File: src/rtl/mem_unit_pkg.sv
// Shared definitions for the load/store unit: op encodings, exception codes,
// reorder-buffer slot layout and the unit's FSM states.
package mem_unit_pkg;

  localparam int unsigned NAlu      = 2;
  localparam int unsigned UnitWidth = 3;
  localparam int unsigned RegWidth  = 5;
  localparam int unsigned CntWidth  = 4;
  localparam int unsigned XlenWidth = 32;
  localparam int unsigned ExcpWidth = 2;

  // Slot layout, LSB first: cnt, pc, result, rd, excp.
  localparam int unsigned RobOffsetCnt    = 0;
  localparam int unsigned RobOffsetPc     = RobOffsetCnt + CntWidth;
  localparam int unsigned RobOffsetResult = RobOffsetPc + XlenWidth;
  localparam int unsigned RobOffsetRd     = RobOffsetResult + XlenWidth;
  localparam int unsigned RobOffsetExcp   = RobOffsetRd + RegWidth;
  localparam int unsigned RobWidth        = RobOffsetExcp + ExcpWidth;

  typedef enum logic [2:0] {
    OpLb  = 3'd0,
    OpLh  = 3'd1,
    OpLw  = 3'd2,
    OpSb  = 3'd3,
    OpLbu = 3'd4,
    OpLhu = 3'd5,
    OpSh  = 3'd6,
    OpSw  = 3'd7
  } mem_op_e;

  typedef enum logic [ExcpWidth-1:0] {
    NoExcp   = 2'd0,
    JExcp    = 2'd1,
    MisLoad  = 2'd2,
    MisStore = 2'd3
  } excp_e;

  // Field order matches the RobOffset* constants (first field is the MSB).
  typedef struct packed {
    excp_e                 excp;
    logic [RegWidth-1:0]   rd;
    logic [XlenWidth-1:0]  result;
    logic [XlenWidth-1:0]  pc;
    logic [CntWidth-1:0]   cnt;
  } rob_slot_t;

  typedef enum logic [1:0] {
    StIdle = 2'd0,
    StReq  = 2'd1,
    StDone = 2'd2
  } state_e;

  function automatic logic is_store(input mem_op_e op);
    return (op == OpSb) || (op == OpSh) || (op == OpSw);
  endfunction

endpackage

File: src/rtl/mem_unit_lane_align.sv
// Combinational lane steering for the load/store unit.
//   op, ea_lo   : memory op and low effective-address bits
//   sdata       : store data, replicated across the lanes it may occupy
//   rdata       : memory read word, byte/half extracted and extended
//   wdata, be   : store data and byte enables for the request
//   load_data   : extended load result
//   misaligned  : op size not naturally aligned at ea_lo
module mem_lane_align
  import mem_unit_pkg::*;
(
  input  mem_op_e     op,
  input  logic [1:0]  ea_lo,
  input  logic [31:0] sdata,
  input  logic [31:0] rdata,
  output logic [31:0] wdata,
  output logic [3:0]  be,
  output logic [31:0] load_data,
  output logic        misaligned
);

  logic [7:0]  byte_sel;
  logic [15:0] half_sel;
  logic        zero_ext;

  assign byte_sel = rdata[{ea_lo, 3'b000} +: 8];
  assign half_sel = ea_lo[1] ? rdata[31:16] : rdata[15:0];
  assign zero_ext = (op == OpLbu) || (op == OpLhu);

  // Size-dependent lane generation and load extension.
  always_comb begin
    wdata      = '0;
    be         = '0;
    load_data  = '0;
    misaligned = 1'b0;
    case (op)
      OpLb, OpLbu, OpSb: begin
        be        = 4'b0001 << ea_lo;
        wdata     = {4{sdata[7:0]}};
        load_data = zero_ext ? {24'b0, byte_sel} : {{24{byte_sel[7]}}, byte_sel};
      end
      OpLh, OpLhu, OpSh: begin
        misaligned = ea_lo[0];
        be         = ea_lo[1] ? 4'b1100 : 4'b0011;
        wdata      = {2{sdata[15:0]}};
        load_data  = zero_ext ? {16'b0, half_sel} : {{16{half_sel[15]}}, half_sel};
      end
      default: begin
        misaligned = |ea_lo;
        be         = 4'b1111;
        wdata      = sdata;
        load_data  = rdata;
      end
    endcase
  end

endmodule

File: src/rtl/mem_unit.sv
// Load/store execution unit: takes one issued memory op, runs a req/ack
// transaction on the data-memory port and holds a tagged reorder-buffer slot
// until the commit side frees the unit.
//   clk, rst                 : clock, synchronous active-high reset
//   i_issue_*/i_op..i_pc     : issue interface (accepted only when idle)
//   o_busy                   : unit holds an op (decoded from state)
//   o_mem_* / i_mem_*        : data-memory request/acknowledge port
//   i_free                   : commit-side free id
//   o_rob_slot               : packed {excp, rd, result, pc, cnt}; cnt 0 = empty
module mem_unit
  import mem_unit_pkg::*;
#(
  parameter int unsigned UNIT_ID = NAlu + 1,
  parameter int unsigned CNT_W   = CntWidth
) (
  input  logic                 clk,
  input  logic                 rst,
  input  logic                 i_issue_valid,
  input  logic [UnitWidth-1:0] i_issue_unit,
  input  logic [2:0]           i_op,
  input  logic [31:0]          i_base,
  input  logic [31:0]          i_imm,
  input  logic [31:0]          i_sdata,
  input  logic [RegWidth-1:0]  i_rd,
  input  logic [CNT_W-1:0]     i_cnt,
  input  logic [31:0]          i_pc,
  output logic                 o_busy,
  output logic                 o_mem_req,
  output logic                 o_mem_we,
  output logic [31:0]          o_mem_addr,
  output logic [31:0]          o_mem_wdata,
  output logic [3:0]           o_mem_be,
  input  logic                 i_mem_ack,
  input  logic [31:0]          i_mem_rdata,
  input  logic [UnitWidth-1:0] i_free,
  output logic [RobWidth-1:0]  o_rob_slot
);

  state_e              state;
  mem_op_e             op_q;
  logic [1:0]          ea_lo_q;
  logic [RegWidth-1:0] rd_q;
  logic [CNT_W-1:0]    cnt_q;
  logic [31:0]         pc_q;
  rob_slot_t           slot;

  mem_op_e     issue_op;
  logic [31:0] ea;
  logic        accept;
  logic        issue_store;
  mem_op_e     lane_op;
  logic [1:0]  lane_ea_lo;
  logic [31:0] lane_wdata;
  logic [3:0]  lane_be;
  logic [31:0] lane_load;
  logic        lane_misaligned;

  assign issue_op    = mem_op_e'(i_op);
  assign ea          = i_base + i_imm;
  assign accept      = (state == StIdle) && i_issue_valid
                       && (i_issue_unit == UnitWidth'(UNIT_ID));
  assign issue_store = is_store(issue_op);

  // One aligner serves both phases: the issuing op while idle, the latched op
  // while the request is outstanding.
  assign lane_op    = (state == StIdle) ? issue_op : op_q;
  assign lane_ea_lo = (state == StIdle) ? ea[1:0] : ea_lo_q;

  mem_lane_align u_align (
    .op         (lane_op),
    .ea_lo      (lane_ea_lo),
    .sdata      (i_sdata),
    .rdata      (i_mem_rdata),
    .wdata      (lane_wdata),
    .be         (lane_be),
    .load_data  (lane_load),
    .misaligned (lane_misaligned)
  );

  assign o_busy     = (state != StIdle);
  assign o_rob_slot = slot;

  // Unit FSM with registered memory-port and slot outputs.
  always_ff @(posedge clk) begin
    if (rst) begin
      state       <= StIdle;
      op_q        <= OpLb;
      ea_lo_q     <= '0;
      rd_q        <= '0;
      cnt_q       <= '0;
      pc_q        <= '0;
      slot        <= '0;
      o_mem_req   <= 1'b0;
      o_mem_we    <= 1'b0;
      o_mem_addr  <= '0;
      o_mem_wdata <= '0;
      o_mem_be    <= '0;
    end else begin
      case (state)
        StIdle: begin
          if (accept) begin
            op_q    <= issue_op;
            ea_lo_q <= ea[1:0];
            rd_q    <= issue_store ? '0 : i_rd;
            cnt_q   <= i_cnt;
            pc_q    <= i_pc;
            if (lane_misaligned) begin
              // Memory is never touched; the slot reports the fault at once.
              slot.excp   <= issue_store ? MisStore : MisLoad;
              slot.rd     <= issue_store ? '0 : i_rd;
              slot.result <= '0;
              slot.pc     <= i_pc;
              slot.cnt    <= CntWidth'(i_cnt);
              state       <= StDone;
            end else begin
              o_mem_req   <= 1'b1;
              o_mem_we    <= issue_store;
              o_mem_addr  <= {ea[31:2], 2'b00};
              o_mem_wdata <= issue_store ? lane_wdata : '0;
              o_mem_be    <= lane_be;
              state       <= StReq;
            end
          end
        end
        StReq: begin
          if (i_mem_ack) begin
            o_mem_req   <= 1'b0;
            slot.excp   <= NoExcp;
            slot.rd     <= rd_q;
            slot.result <= is_store(op_q) ? '0 : lane_load;
            slot.pc     <= pc_q;
            slot.cnt    <= CntWidth'(cnt_q);
            state       <= StDone;
          end
        end
        StDone: begin
          if (i_free == UnitWidth'(UNIT_ID)) begin
            slot.cnt <= '0;
            state    <= StIdle;
          end
        end
        default: state <= StIdle;
      endcase
    end
  end

endmodule
File: config.mk
export PLATFORM = sky130hd
export DESIGN_NAME = mem_unit
export DESIGN_NICKNAME = d
export VERILOG_FILES = /design/src/rtl/mem_unit_pkg.sv /design/src/rtl/mem_unit_lane_align.sv /design/src/rtl/mem_unit.sv
export SDC_FILE = /design/constraint.sdc
export NUM_CORES = 1
export LEC_CHECK = 0
export ABC_CLOCK_PERIOD_IN_PS = 9430
export CAP_MARGIN = 10
export CORE_MARGIN = 3
export CORE_UTILIZATION = 50
export DETAILED_ROUTE_END_ITERATION = 16
export PLACE_DENSITY = 0.86
export SYNTH_ARGS = -nofsm -noshare
export SYNTH_HDL_FRONTEND = slang
export SYNTH_SLANG_ARGS = --single-unit
File: constraint.sdc
create_clock -name clk -period 9.43 [get_ports clk]
set_clock_uncertainty 0.05 [all_clocks]
set_input_delay 1.886 -clock clk [delete_from_list [all_inputs] [get_ports clk]]
set_output_delay 1.886 -clock clk [all_outputs]
set_load 0.005 [all_outputs]
==> results of run 1 <==
==> cell families after synthesis <==
logic type      count (synthesis)  share of synthesized area, %
xor+xnor                       18                          1.60
buf+inv                       102                          4.10
mux                            56                          6.75
simple gates                  465                          20.2
fa+ha+maj                      36                          4.66
flops                         191                          38.9
compound gates                354                          23.7
other cells                     1                        0.0382
==> stage by stage <==
stage	std cells	power, mW
6_report	1767	2.49
5_1_grt	1767	2.60
4_1_cts	1766	2.49
3_5_place_dp	1734	1.73
3_3_place_gp	1734	1.72
2_1_floorplan	1224	1.41
==> per-layer routing <==
metal / global-route usage (%) / vias to the layer above / share of wire [%]
met5: 0 / - / 0
met4: 12.1 / 0 / 4.0
met3: 6.86 / 80 / 8.2
met2: 47.8 / 480 / 48
met1: 35.6 / 4647 / 40
li1: - / 4921 / -
==> power groups by stage <==
stage / sequential, mW / combinational [mW] / clock, mW
finish: 0.910 / 0.816 / 0.761
global route: 0.919 / 0.883 / 0.803
CTS: 0.910 / 0.810 / 0.773
detailed placement: 0.928 / 0.807 / 0
global placement: 0.926 / 0.795 / 0
floorplan: 0.927 / 0.480 / 0
==> registers in the layout, indices dropped and copies added, names as in the netlist <==
signal	count
op_q	3
o_mem_be	4
o_mem_req	1
state	2
ea_lo_q	2
o_rob_slot	75
o_mem_addr	30
cnt_q	4
pc_q	32
rd_q	5
o_mem_we	1
o_mem_wdata	32
==> area by class of cell <==
class	count	area [µm²]
Timing Repair Buffer	335	3330
Clock buffer	17	425
Inverter	17	63.8
Tap cell	260	325
Clock inverter	15	211
Antenna cell	1	2.50
Fill cell	1493	5220
Multi-Input combinational cell	931	5620
Sequential cell	191	3820
==> synthesized netlist by cell type (3+ instances only) <==
| library cell | instances |
|---|---|
| a22oi_1 | 32 |
| inv_1 | 17 |
| buf_2 | 7 |
| a2bb2oi_1 | 7 |
| a21o_1 | 21 |
| or2_2 | 5 |
| a21oi_1 | 130 |
| clkbuf_1 | 58 |
| nor3b_1 | 5 |
| nor4_1 | 3 |
| o2111ai_1 | 3 |
| nor3_1 | 27 |
| xor2_1 | 5 |
| ha_1 | 35 |
| xnor2_1 | 13 |
| o21bai_1 | 7 |
| mux4_2 | 7 |
| a211oi_1 | 42 |
| dfxtp_1 | 191 |
| o31ai_1 | 4 |
| nor2_1 | 135 |
| and3_1 | 3 |
| o21ai_0 | 28 |
| a311oi_1 | 14 |
| a31oi_1 | 7 |
| o211ai_1 | 8 |
| o31a_1 | 5 |
| buf_4 | 3 |
| a221oi_1 | 7 |
| o21a_1 | 10 |
| nand4_1 | 7 |
| nand3b_1 | 10 |
| nand2_1 | 220 |
| buf_1 | 17 |
| nand2b_1 | 7 |
| nand3_1 | 31 |
| a2111oi_0 | 3 |
| o21ai_1 | 10 |
| nor2b_1 | 7 |
| mux2i_1 | 44 |
==> worst reg2reg max path: stages (launching register included) <==
cell      delay (ps)
dfxtp_1          330
inv_1            110
ha_1             750
mux2i_2          830
a21o_1           240
a221oi_2         100
nand2b_2         250
buf_4            380
nor2_1          1010
a22oi_1          180
nor2_1           150
==> worst paths after layout <==
check	endpoint	startpoint	slack, ps
max	o_mem_wdata[26]	i_base[0]	3890
max reg2reg	o_mem_wdata[29]	state[0]	4980
min reg2reg	o_rob_slot[61]	o_rob_slot[61]	400
min	o_rob_slot[61]	o_rob_slot[61]	400
==> impl_metrics.tcl, run 1 <==
set metrics [dict create \
    port_buffers 325 \
    netSwitchingPower_mw 0.849 \
    wire_per_inst_um 18.0 \
    syn_inst 1223 \
    drv_cap 0 \
    antenna_found_initial 1 \
    post_cts_buffers 0 \
    hold-path-cell-count 2 \
    rsz0062_at_grt "false" \
    async_reset_ff_share_pct 0 \
    vias 10100 \
    cts_tree "yes" \
    areaGrowthSynthToFinish_pct 40.4 \
    cts_resized 0 \
    ys_warn_count 0 \
    critPathKind "in2reg" \
    synth.area.top_cells "dfxtp_1 (39%), nand2_1 (8.4%), a21oi_1 (6.6%)" \
    powerDensity_mw_per_mm2 180 \
    gr-total-overflow 0 \
    swShare_pct 34.1 \
    clk_pin_slew_ps 80 \
    die_area_mm2 0.0214 \
    seqPwrFrac_pct 36.6 \
    critical-path-slowest-cell "buf_4" \
    synth_edf_count 0 \
    period_needed_ps 5540 \
    setup_ws_ps 3890 \
    yosysTopAreaCellShare_pct 38.9 \
    cp_common_cell "nor2_1" \
    layout_common_cells "clkdlybuf4s50_1 (324), nand2_1 (220), dfxtp_1 (191), nor2_1 (134), a21oi_1 (130)" \
    clock_latency_ps 440 \
    fp.dieH_um 146 \
    slew_viol_final 0 \
    track_usage_pct 28.7 \
    fmax_mhz 181 \
    hold_viol 0 \
    first_global_vias 9671 \
    critPathArrivalTime_ps 5780 \
    vdd_drop_max_v 0.000124 \
    postRouteAntennaNets 0 \
    synth_cell_types 64 \
    routed_wirelength_um 31900 \
    pre_cts_slack_ps 3480 \
    clockPowerShare_pct 30.6 \
    cp-end-kind "flop" \
    total_leakage_power_nw 4.90 \
    grt_max_degree 111 \
    setup_viol 0 \
    max_slew_margin_pct 21.3 \
    cts_max_level 4 \
    cp_max_fo 80 \
    synth_area_leader_cell "dfxtp_1" \
    gp_congestion 0.928 \
    cts.sinks 191 \
    r2r_cells 10 \
    firstDrtPassIters 5 \
    final_util_pct 72.6 \
    crit_cells 12 \
    holdBufCountCts 0 \
    root_buffer "clkbuf_16" \
    final_common_cell "clkdlybuf4s50_1" \
    worstMarginPinSlew_ps 1180 \
    status "completed" \
    crit_buf_inv 3 \
    pwr-share-comb_pct 32.8 \
    hold_class "reg2reg" \
    synth_ff_type "dfxtp_1" \
    drive_above_1_share_pct 4.91 \
    critPathTopFamily "buffers and inverters" \
    routed_via_density 5.73 \
    timing.hold.ws_ps 402 \
    fin_area_mm2 0.0138 \
    start_util_pct 51.7 \
    fp.dieW_um 146 \
    grt_pass1_wl_um 50300 \
    period_share_pct 58.7 \
    worstPathRequired_ps 9670 \
    cp_slowest_stage_delay_ps 640 \
    rows 50 \
    avgSynthCellArea_um2 8.03 \
    tns_ps 0 \
    p_int_mw 1.64 \
    nNetsFinal 1711 \
    clk_path_buf_depth 2 \
    cts_buffers 17 \
    synth_area_mm2 0.00983 \
    yosysSeqAreaShare_pct 38.9 \
    drc 0 \
    core-area_mm2 0.0190 \
    crit_path_start_kind "primary input" \
    ys_seq_elements 191 \
    cp_cell_sequence "clkdlybuf4s50_1 > ha_1 > inv_1 > fa_1 > nand2_1 > o211ai_1 > a221oi_2 > nand2b_2 > buf_4 > nor2_1 > a22oi_1 > nor2_1" \
    drt_iter0_markers 637 \
    place_hpwl_um 23500 \
    postPlaceCellArea_mm2 0.0132 \
    io_pins 328 \
]
Note: power is estimated with default switching activity, not from simulation.
==> inputs of run 2 (changes only) <==
--- a/config.mk
+++ b/config.mk
@@ -5,12 +5,12 @@
 export SDC_FILE = /design/constraint.sdc
 export NUM_CORES = 1
 export LEC_CHECK = 0
-export ABC_CLOCK_PERIOD_IN_PS = 9430
+export ABC_CLOCK_PERIOD_IN_PS = 4470
 export CAP_MARGIN = 10
 export CORE_MARGIN = 3
-export CORE_UTILIZATION = 50
+export CORE_UTILIZATION = 42
 export DETAILED_ROUTE_END_ITERATION = 16
-export PLACE_DENSITY = 0.86
+export PLACE_DENSITY = 0.77
 export SYNTH_ARGS = -nofsm -noshare
 export SYNTH_HDL_FRONTEND = slang
 export SYNTH_SLANG_ARGS = --single-unit
==> constraint.sdc (replaced) <==
create_clock -name clk -period 4.47 [get_ports clk]
set_clock_uncertainty 0.05 [all_clocks]
set_input_delay 0.894 -clock clk [delete_from_list [all_inputs] [get_ports clk]]
set_output_delay 0.894 -clock clk [all_outputs]
set_load 0.005 [all_outputs]
==> run 2 against run 1 <==
Against the previous run:
- cell count grew 3.8%
- register-to-register slack lost 4100 ps
- die area grew 18%
- clock power grew 110%
- setup slack lost 3300 ps
- via count grew 0.37%
- count of clock-buffer cells in the layout is the same
- total power grew 110%
- combinational power grew 110%
- critical endpoint is now o_mem_addr[22]
==> impl_metrics.tcl, run 2 (synthesized netlist as in run 1, its figures left out) <==
set metrics [dict create \
    crit_path_start_kind "primary input" \
    period_needed_ps 3850 \
    drt_iter0_markers 790 \
    drc 0 \
    gp_congestion 0.897 \
    clock_latency_ps 440 \
    critPathArrivalTime_ps 4180 \
    period_share_pct 86.2 \
    multi_input_area_mm2 0.00562 \
    root_buffer "clkbuf_16" \
    nNetsFinal 1726 \
    vias 10200 \
    gr-total-overflow 0 \
    cts_buffers 17 \
    slew_viol_final 0 \
    cp_common_cell "nor3_1" \
    worstMarginPinSlew_ps 1140 \
    critPathKind "in2reg" \
    max_slew_margin_pct 24.0 \
    clk_path_buf_depth 2 \
    status "completed" \
    cp-end-kind "flop" \
    powerDensity_mw_per_mm2 376 \
    final-seq-area_mm2 0.00382 \
    cts.sinks 191 \
    fp.dieW_um 159 \
    cp_cell_sequence "clkdlybuf4s50_1 > ha_1 > inv_1 > fa_1 > nor2b_1 > o2111ai_1 > a211oi_1 > nor3_1 > a2111oi_0 > buf_4 > nor3_1 > nand3b_1 > a21oi_1" \
    rows 55 \
    first_global_vias 9696 \
    antenna_found_initial 0 \
    core-area_mm2 0.0228 \
    cp_slowest_stage_delay_ps 630 \
    crit_buf_inv 3 \
    fp.dieH_um 159 \
    grt_max_degree 116 \
    grt_pass1_wl_um 51600 \
    hold_class "reg2reg" \
    clk_pin_slew_ps 80 \
    cp_max_fo 5 \
    largest_register_ffs 75 \
    port_buffers 325 \
    drv_cap 0 \
    routed_via_density 5.54 \
    fillers 2049 \
    cts_tree "yes" \
    place_hpwl_um 24000 \
    setup_viol 0 \
    post_cts_buffers 0 \
    track_usage_pct 24.9 \
    holdBufCountCts 0 \
    areaGrowthSynthToFinish_pct 42.3 \
    fmax_mhz 259 \
    fin_area_mm2 0.0140 \
    final_common_cell "clkdlybuf4s50_1" \
    critical-path-slowest-cell "a2111oi_0" \
    wire_per_inst_um 17.8 \
    die_area_mm2 0.0253 \
    firstDrtPassIters 8 \
    worstPathRequired_ps 4790 \
    dp.cells 1802 \
    critPathTopFamily "compound AO/OA/AOI/OAI gates" \
    drive_above_1_share_pct 5.85 \
    cts_max_level 4 \
    io_pins 328 \
    hold_viol 0 \
    layout_common_cells "clkdlybuf4s50_1 (324), nand2_1 (220), dfxtp_1 (191), nor2_1 (134), a21oi_1 (130)" \
    routed_wirelength_um 32700 \
    postPlaceCellArea_mm2 0.0134 \
    cts_resized 0 \
    fin_cells 1834 \
    tns_ps 0 \
    rsz0062_at_grt "false" \
    vdd_drop_max_v 0.000271 \
    total_leakage_power_nw 4.97 \
    start_util_pct 43.0 \
    postRouteAntennaNets 0 \
    antenna_cells 0 \
]
==> run 2: cell count changes in the layout (fill, tap and decap cells not counted) <==
cell	previous run	this run
buf_4	10	24
inv_12	6	3
clkinv_8	4	6
buf_12	0	1
clkinvlp_4	0	1
diode_2	1	0
==> run 2: final timing paths <==
| check | cells past startpoint | slack, ps | startpoint | end |
|---|---|---|---|---|
| setup / recovery | 13 | 620 | i_base[0] | o_mem_addr[22] |
| hold / removal | 2 | 400 | o_rob_slot[61] | o_rob_slot[61] |
| setup reg to reg | 11 | 910 | state[1] | o_mem_wdata[28] |
| hold reg to reg | 2 | 400 | o_rob_slot[61] | o_rob_slot[61] |
==> run 2: through the flow <==
step | hold WS (ps) | setup slack (ps) | power [mW] | utilization [%]
floorplan | 386 | 973 | 2.97 | -
global placement | 384 | 318 | 3.66 | 58.4
detailed placement | 393 | 246 | 3.69 | 58.4
CTS | 404 | 701 | 5.29 | 61.2
global route | 421 | 347 | 5.54 | 61.2
finish | 400 | 615 | 5.26 | 61.2
==> run 2: worst register-to-register path: stages (launching register included) <==
cell and delay, ps:
dfxtp_1 360, inv_1 100, ha_1 280, buf_4 290, mux2_2 410, nor3_1 380
a221oi_2 60, buf_4 180, nand2b_2 210, nor2_1 870, a22oi_1 170, nor2_1 140
==> run 2: routing by layer <==
| layer | routed length, µm | up-vias | part of all wire, % | GRT usage [%] |
|---|---|---|---|---|
| met2 | 15400 | 407 | 47 | 41.3 |
| met1 | 13600 | 4740 | 42 | 30.6 |
| li1 | - | 4945 | - | - |
| met4 | 1290 | 0 | 3.9 | 10.1 |
| met5 | 0 | - | 0 | 0 |
| met3 | 2370 | 73 | 7.2 | 6.95 |
==> run 2: power breakdown <==
group | switching, mW | internal (mW)
logic | 0.897 | 0.849
clock network | 0.817 | 0.776
registers | 0.0817 | 1.84
total | 1.80 | 3.46
==> run 2: final cells by class <==
| cell class | instances | share of cell area [%] |
|---|---|---|
| clock buffers | 17 | 3.04 |
| clock inverters | 15 | 1.45 |
| inverters | 17 | 0.456 |
| multi-input cells | 931 | 40.2 |
| flip-flops and latches | 191 | 27.4 |
| well taps | 313 | 2.80 |
| repair buffers | 350 | 24.7 |
